$ cat src/rtl/fifo_read_ptr_empty_pkg.sv
// Shared dual-clock FIFO helpers: Gray/binary conversion and depth constants.
// Conversions work on a zero-extended 32-bit value, so any pointer width up to 32 uses them unchanged.
package fifo_read_ptr_empty_pkg;

   localparam int PTR_MAX_W    = 32;
   localparam int SIZE_DEFAULT = 4;
   localparam int DEPTH        = 2**(SIZE_DEFAULT-1);

   typedef logic [PTR_MAX_W-1:0] ptr_max_t;

   // Zero bits above the real width leave the low bits of the decode unaffected.
   function automatic ptr_max_t gray2bin(input ptr_max_t g);
      ptr_max_t b;
      b[PTR_MAX_W-1] = g[PTR_MAX_W-1];
      for (int i = PTR_MAX_W-2; i >= 0; i--) begin
         b[i] = b[i+1] ^ g[i];
      end
      return b;
   endfunction

   function automatic ptr_max_t bin2gray(input ptr_max_t b);
      return (b >> 1) ^ b;
   endfunction

   function automatic int depth_of(input int size);
      return 2**(size-1);
   endfunction

endpackage

$ cat src/rtl/fifo_read_ptr_empty_sync_2ff.sv
// Two-flop synchronizer for a Gray-coded pointer crossing into the local clock domain.
module fifo_read_ptr_empty_sync_2ff #(
   parameter int WIDTH = 4
) (
   input  logic             i_clk,
   input  logic             i_reset,
   input  logic [WIDTH-1:0] i_d,
   output logic [WIDTH-1:0] o_q
);

   logic [WIDTH-1:0] r_q1;
   logic [WIDTH-1:0] r_q2;

   always_ff @(posedge i_clk) begin
      if (i_reset) begin
         r_q1 <= '0;
         r_q2 <= '0;
      end else begin
         r_q1 <= i_d;
         r_q2 <= r_q1;
      end
   end

   assign o_q = r_q2;

endmodule

$ cat src/rtl/fifo_read_ptr_empty.sv
// Read-side pointer, empty flag, fill level and underflow pulse for the dual-clock FIFO.
module fifo_read_ptr_empty
   import fifo_read_ptr_empty_pkg::*;
#(
   parameter int size = 4
) (
   input  logic            i_clk,
   input  logic            i_reset,
   input  logic            i_inc,
   input  logic [size-1:0] i_wgray,
   output logic [size-1:0] o_rgray,
   output logic [size-2:0] o_raddr,
   output logic            o_empty,
   output logic [size-1:0] o_level,
   output logic            o_underflow
);

   logic [size-1:0] w_wq2;
   logic [size-1:0] w_wbin_s;
   logic            w_rd;
   logic [size-1:0] w_rbnext;
   logic [size-1:0] w_rgnext;

   logic [size-1:0] r_rbin;
   logic [size-1:0] r_rgray;
   logic            r_empty;
   logic [size-1:0] r_level;
   logic            r_underflow;

   fifo_read_ptr_empty_sync_2ff #(.WIDTH(size)) u_sync_wgray (
      .i_clk   (i_clk),
      .i_reset (i_reset),
      .i_d     (i_wgray),
      .o_q     (w_wq2)
   );

   assign w_wbin_s = size'(gray2bin(ptr_max_t'(w_wq2)));
   assign w_rd     = i_inc & ~r_empty;
   assign w_rbnext = r_rbin + {{(size-1){1'b0}}, w_rd};
   assign w_rgnext = size'(bin2gray(ptr_max_t'(w_rbnext)));

   // Flags use the post-read pointer against the current synchronized write pointer.
   always_ff @(posedge i_clk) begin
      if (i_reset) begin
         r_rbin      <= '0;
         r_rgray     <= '0;
         r_empty     <= 1'b1;
         r_level     <= '0;
         r_underflow <= 1'b0;
      end else begin
         r_rbin      <= w_rbnext;
         r_rgray     <= w_rgnext;
         r_empty     <= (w_rgnext == w_wq2);
         r_level     <= w_wbin_s - w_rbnext;
         r_underflow <= i_inc & r_empty;
      end
   end

   assign o_rgray     = r_rgray;
   assign o_raddr     = r_rbin[size-2:0];
   assign o_empty     = r_empty;
   assign o_level     = r_level;
   assign o_underflow = r_underflow;

endmodule
$ cat config.mk
export PLATFORM = sky130hd
export DESIGN_NAME = fifo_read_ptr_empty
export DESIGN_NICKNAME = d
export VERILOG_FILES = /design/src/rtl/fifo_read_ptr_empty_pkg.sv /design/src/rtl/fifo_read_ptr_empty_sync_2ff.sv /design/src/rtl/fifo_read_ptr_empty.sv
export SDC_FILE = /design/constraint.sdc
export NUM_CORES = 1
export LEC_CHECK = 0
export ABC_AREA = 1
export CAP_MARGIN = 20
export CORE_ASPECT_RATIO = 1.5
export CORE_UTILIZATION = 49
export CTS_CLUSTER_SIZE = 25
export DETAILED_ROUTE_END_ITERATION = 12
export PLACE_DENSITY = 0.88
export SYNTH_ARGS = -nofsm -noshare
export SYNTH_HDL_FRONTEND = slang
export SYNTH_SLANG_ARGS = --single-unit
$ cat constraint.sdc
create_clock -name i_clk -period 2.13 [get_ports i_clk]
set_clock_uncertainty 0.05 [all_clocks]
set_input_delay 0.3195 -clock i_clk [delete_from_list [all_inputs] [get_ports i_clk]]
set_output_delay 0.3195 -clock i_clk [all_outputs]
set_load 0.005 [all_outputs]
==> out/results.tsv <==
metric	value	unit
Seq/Total Area, Yosys	43.2	%
Finished Core Util	70.0	%
dpl hpwl	1490	um
max-cap violations	0	
worst hold path class	reg2reg	
Synth top area share	43.2	%
post-synthesis instance area	973	sq um
cell leakage power	0.616	nW
Clock Latency Late Sink	0.32	ns
adder-cell area share of the yosys netlist	6.43	%
Sink Count	21	
chip height	56.6	um
main combinational cell family by area after synthesis	simple AND/OR/NAND/NOR gates	
vias in the first global route	824	
grt ovf	0	
Seq cells post-synth	21	
Starting Density	52.5	%
Crit path required time	2.35	ns
initial antenna violation count	0	
Synth Instances	128	
largest net degree at the start of global routing	12	
status	completed	
Avg Cell Area, Syn	7.60	sq um
area delta synth->final	33.4	%
Final Hold Fails	0	
CP Max Fanout	3	
# setup viols final	0	
antenna viol nets, final	0	
worst relative slew slack	78.2	%
DR WL/cell	11.0	um
GRT Total Usage	20.4	%
nets	171	
Detailed Route WL	1970	um
Unique masters post-synth	18	
XOR/XNOR Fraction of Synth Area	5.40	%
filler cell count	149	
DR vias	866	
power per cell area	658	mW/mm^2
core area	0.00185	sq mm
sum of negative setup slack	0	ns
Tmin final	1.99	ns
die width	38.4	um
first-pass GRT wire length	3170	um
f_max	501	MHz
synth warn	0	
H-tree depth	1	
CTS tree	done	
Slew Limit Fails	0	
Top Ports	20	
critical path startpoint category	primary input	
most frequent cells in the layout	24 x nand2_1, 22 x inv_1, 21 x dfxtp_1	
mux cell area share after synthesis	0	%
Crit. End Element	flop	
layout cell share with drive strength beyond 1	21.5	%
Hold WS	0.359	ns
Num CTS Buffers	3	
gpl congestion	0.929	
Clock transition at path regs	0.11	ns
simple-gate share of the synthesized area	33.0	%
Root Driver	clkbuf_4	
drt pass-1 iters	4	
top cells by area, synth	dfxtp_1 43%, nand2_1 9.3%, inv_1 8.5%	
full die area	0.00217	sq mm
Worst-Margin Slew	0.324	ns
Tot Pwr	0.000855	W
1st-iter DRT viols	15	
Peak VDD IR	438	uV
final setup margin	0.135	ns
synthesized net count	140	
Cell Rows	19	
most common cell after layout, fill and taps aside	nand2_1	
part of the cycle the worst path needs	93.7	%
DR vias/cell	4.84	
worst slack, placed	-0.239	ns
I/O Buffers	19	
DR DRC count	0	
register area	420	sq um
Max clock buf depth	2	
ANT cells	0	
arrival time at the worst endpoint	2.21	ns
multi-input logic area	474	sq um
area leader, netlist	dfxtp_1	
critical path type	in2reg	
Synth Area in Compound Gates	1.54	%
## critical path, stage by stage
cell and delay, ns:
clkdlybuf4s50_1 0.47, inv_1 0.05, nor2_2 0.14, ha_2 0.21, ha_4 0.20, buf_4 0.14, xnor2_1 0.20, xor2_1 0.17
nand3_1 0.08, nor2_1 0.10, nand2_1 0.08, nand2_1 0.07
## power breakdown
group	switching (W)	internal [W]	total, W
Combinational	0.000100	0.000122	0.000222
Sequential	0.0000164	0.000425	0.000441
Clock	0.000119	0.0000734	0.000192
## layer usage
metal | global-route usage, % | routed length (um) | up-vias
met3 | 2.37 | 40 | 5
met5 | 0 | 0 | -
met1 | 20.0 | 693 | 407
met4 | 11.3 | 42 | 0
li1 | - | - | 439
met2 | 38.0 | 1190 | 15
## area by class of cell
class	instances	area share (%)
multi-input cells	80	36.5
well taps	21	2.02
flip-flops and latches	21	32.4
repair buffers	28	19.8
inverters	25	7.23
clock buffers	4	2.02
## final timing paths
path / startpoint / to / slack [ns] / cells after the start
setup / recovery: i_inc / o_empty / 0.14 / 12
hold reg to reg: u_sync_wgray.r_q1[0] / u_sync_wgray.o_q[0] / 0.36 / 2
hold / removal: u_sync_wgray.r_q1[0] / u_sync_wgray.o_q[0] / 0.36 / 2
setup reg to reg: u_sync_wgray.o_q[2] / o_level[2] / 0.17 / 12
## cell families (layout without fill, tap and decap cells)
kind of cell / Yosys count / after routing
simple gates: 66 / 66
buf+inv: 27 / 57
flops: 21 / 21
xor+xnor: 6 / 6
fa+ha+maj: 5 / 5
compound gates: 3 / 3
## cells in the mapped netlist
cell type  number
inv_1          22
nand2_4         2
and3_2          1
xnor2_1         3
nor2_2          3
clkbuf_1        2
dfxtp_1        21
a21oi_1         3
nand3_2         3
nand4_1         1
xor2_1          3
ha_1            5
nand2_2         5
nand3_1         6
inv_2           3
nand2_1        24
nor3_2          1
nor2_1         20
## per-stage QoR
step | instances | area, sq um
floorplan | 128 | 973
global placement | 174 | 1240
detailed placement | 174 | 1240
CTS | 178 | 1270
global route | 179 | 1300
finish | 179 | 1300
## flip-flops by register name, summed over array words and instances (netlist names)
| name | flops |
|---|---|
| o_level | 4 |
| r_rbin | 4 |
| u_sync_wgray.o_q | 4 |
| o_empty | 1 |
| o_underflow | 1 |
| u_sync_wgray.r_q1 | 4 |
| o_rgray | 3 |
## repair_timing
item | in CTS | in global routing
gates resized for setup | 0 | 4
endpoints found under the setup margin | 0 | 3
setup buffers | 0 | 1
hold buffers | 0 | 0
No activity file was read; power rests on OpenSTA's default activity.
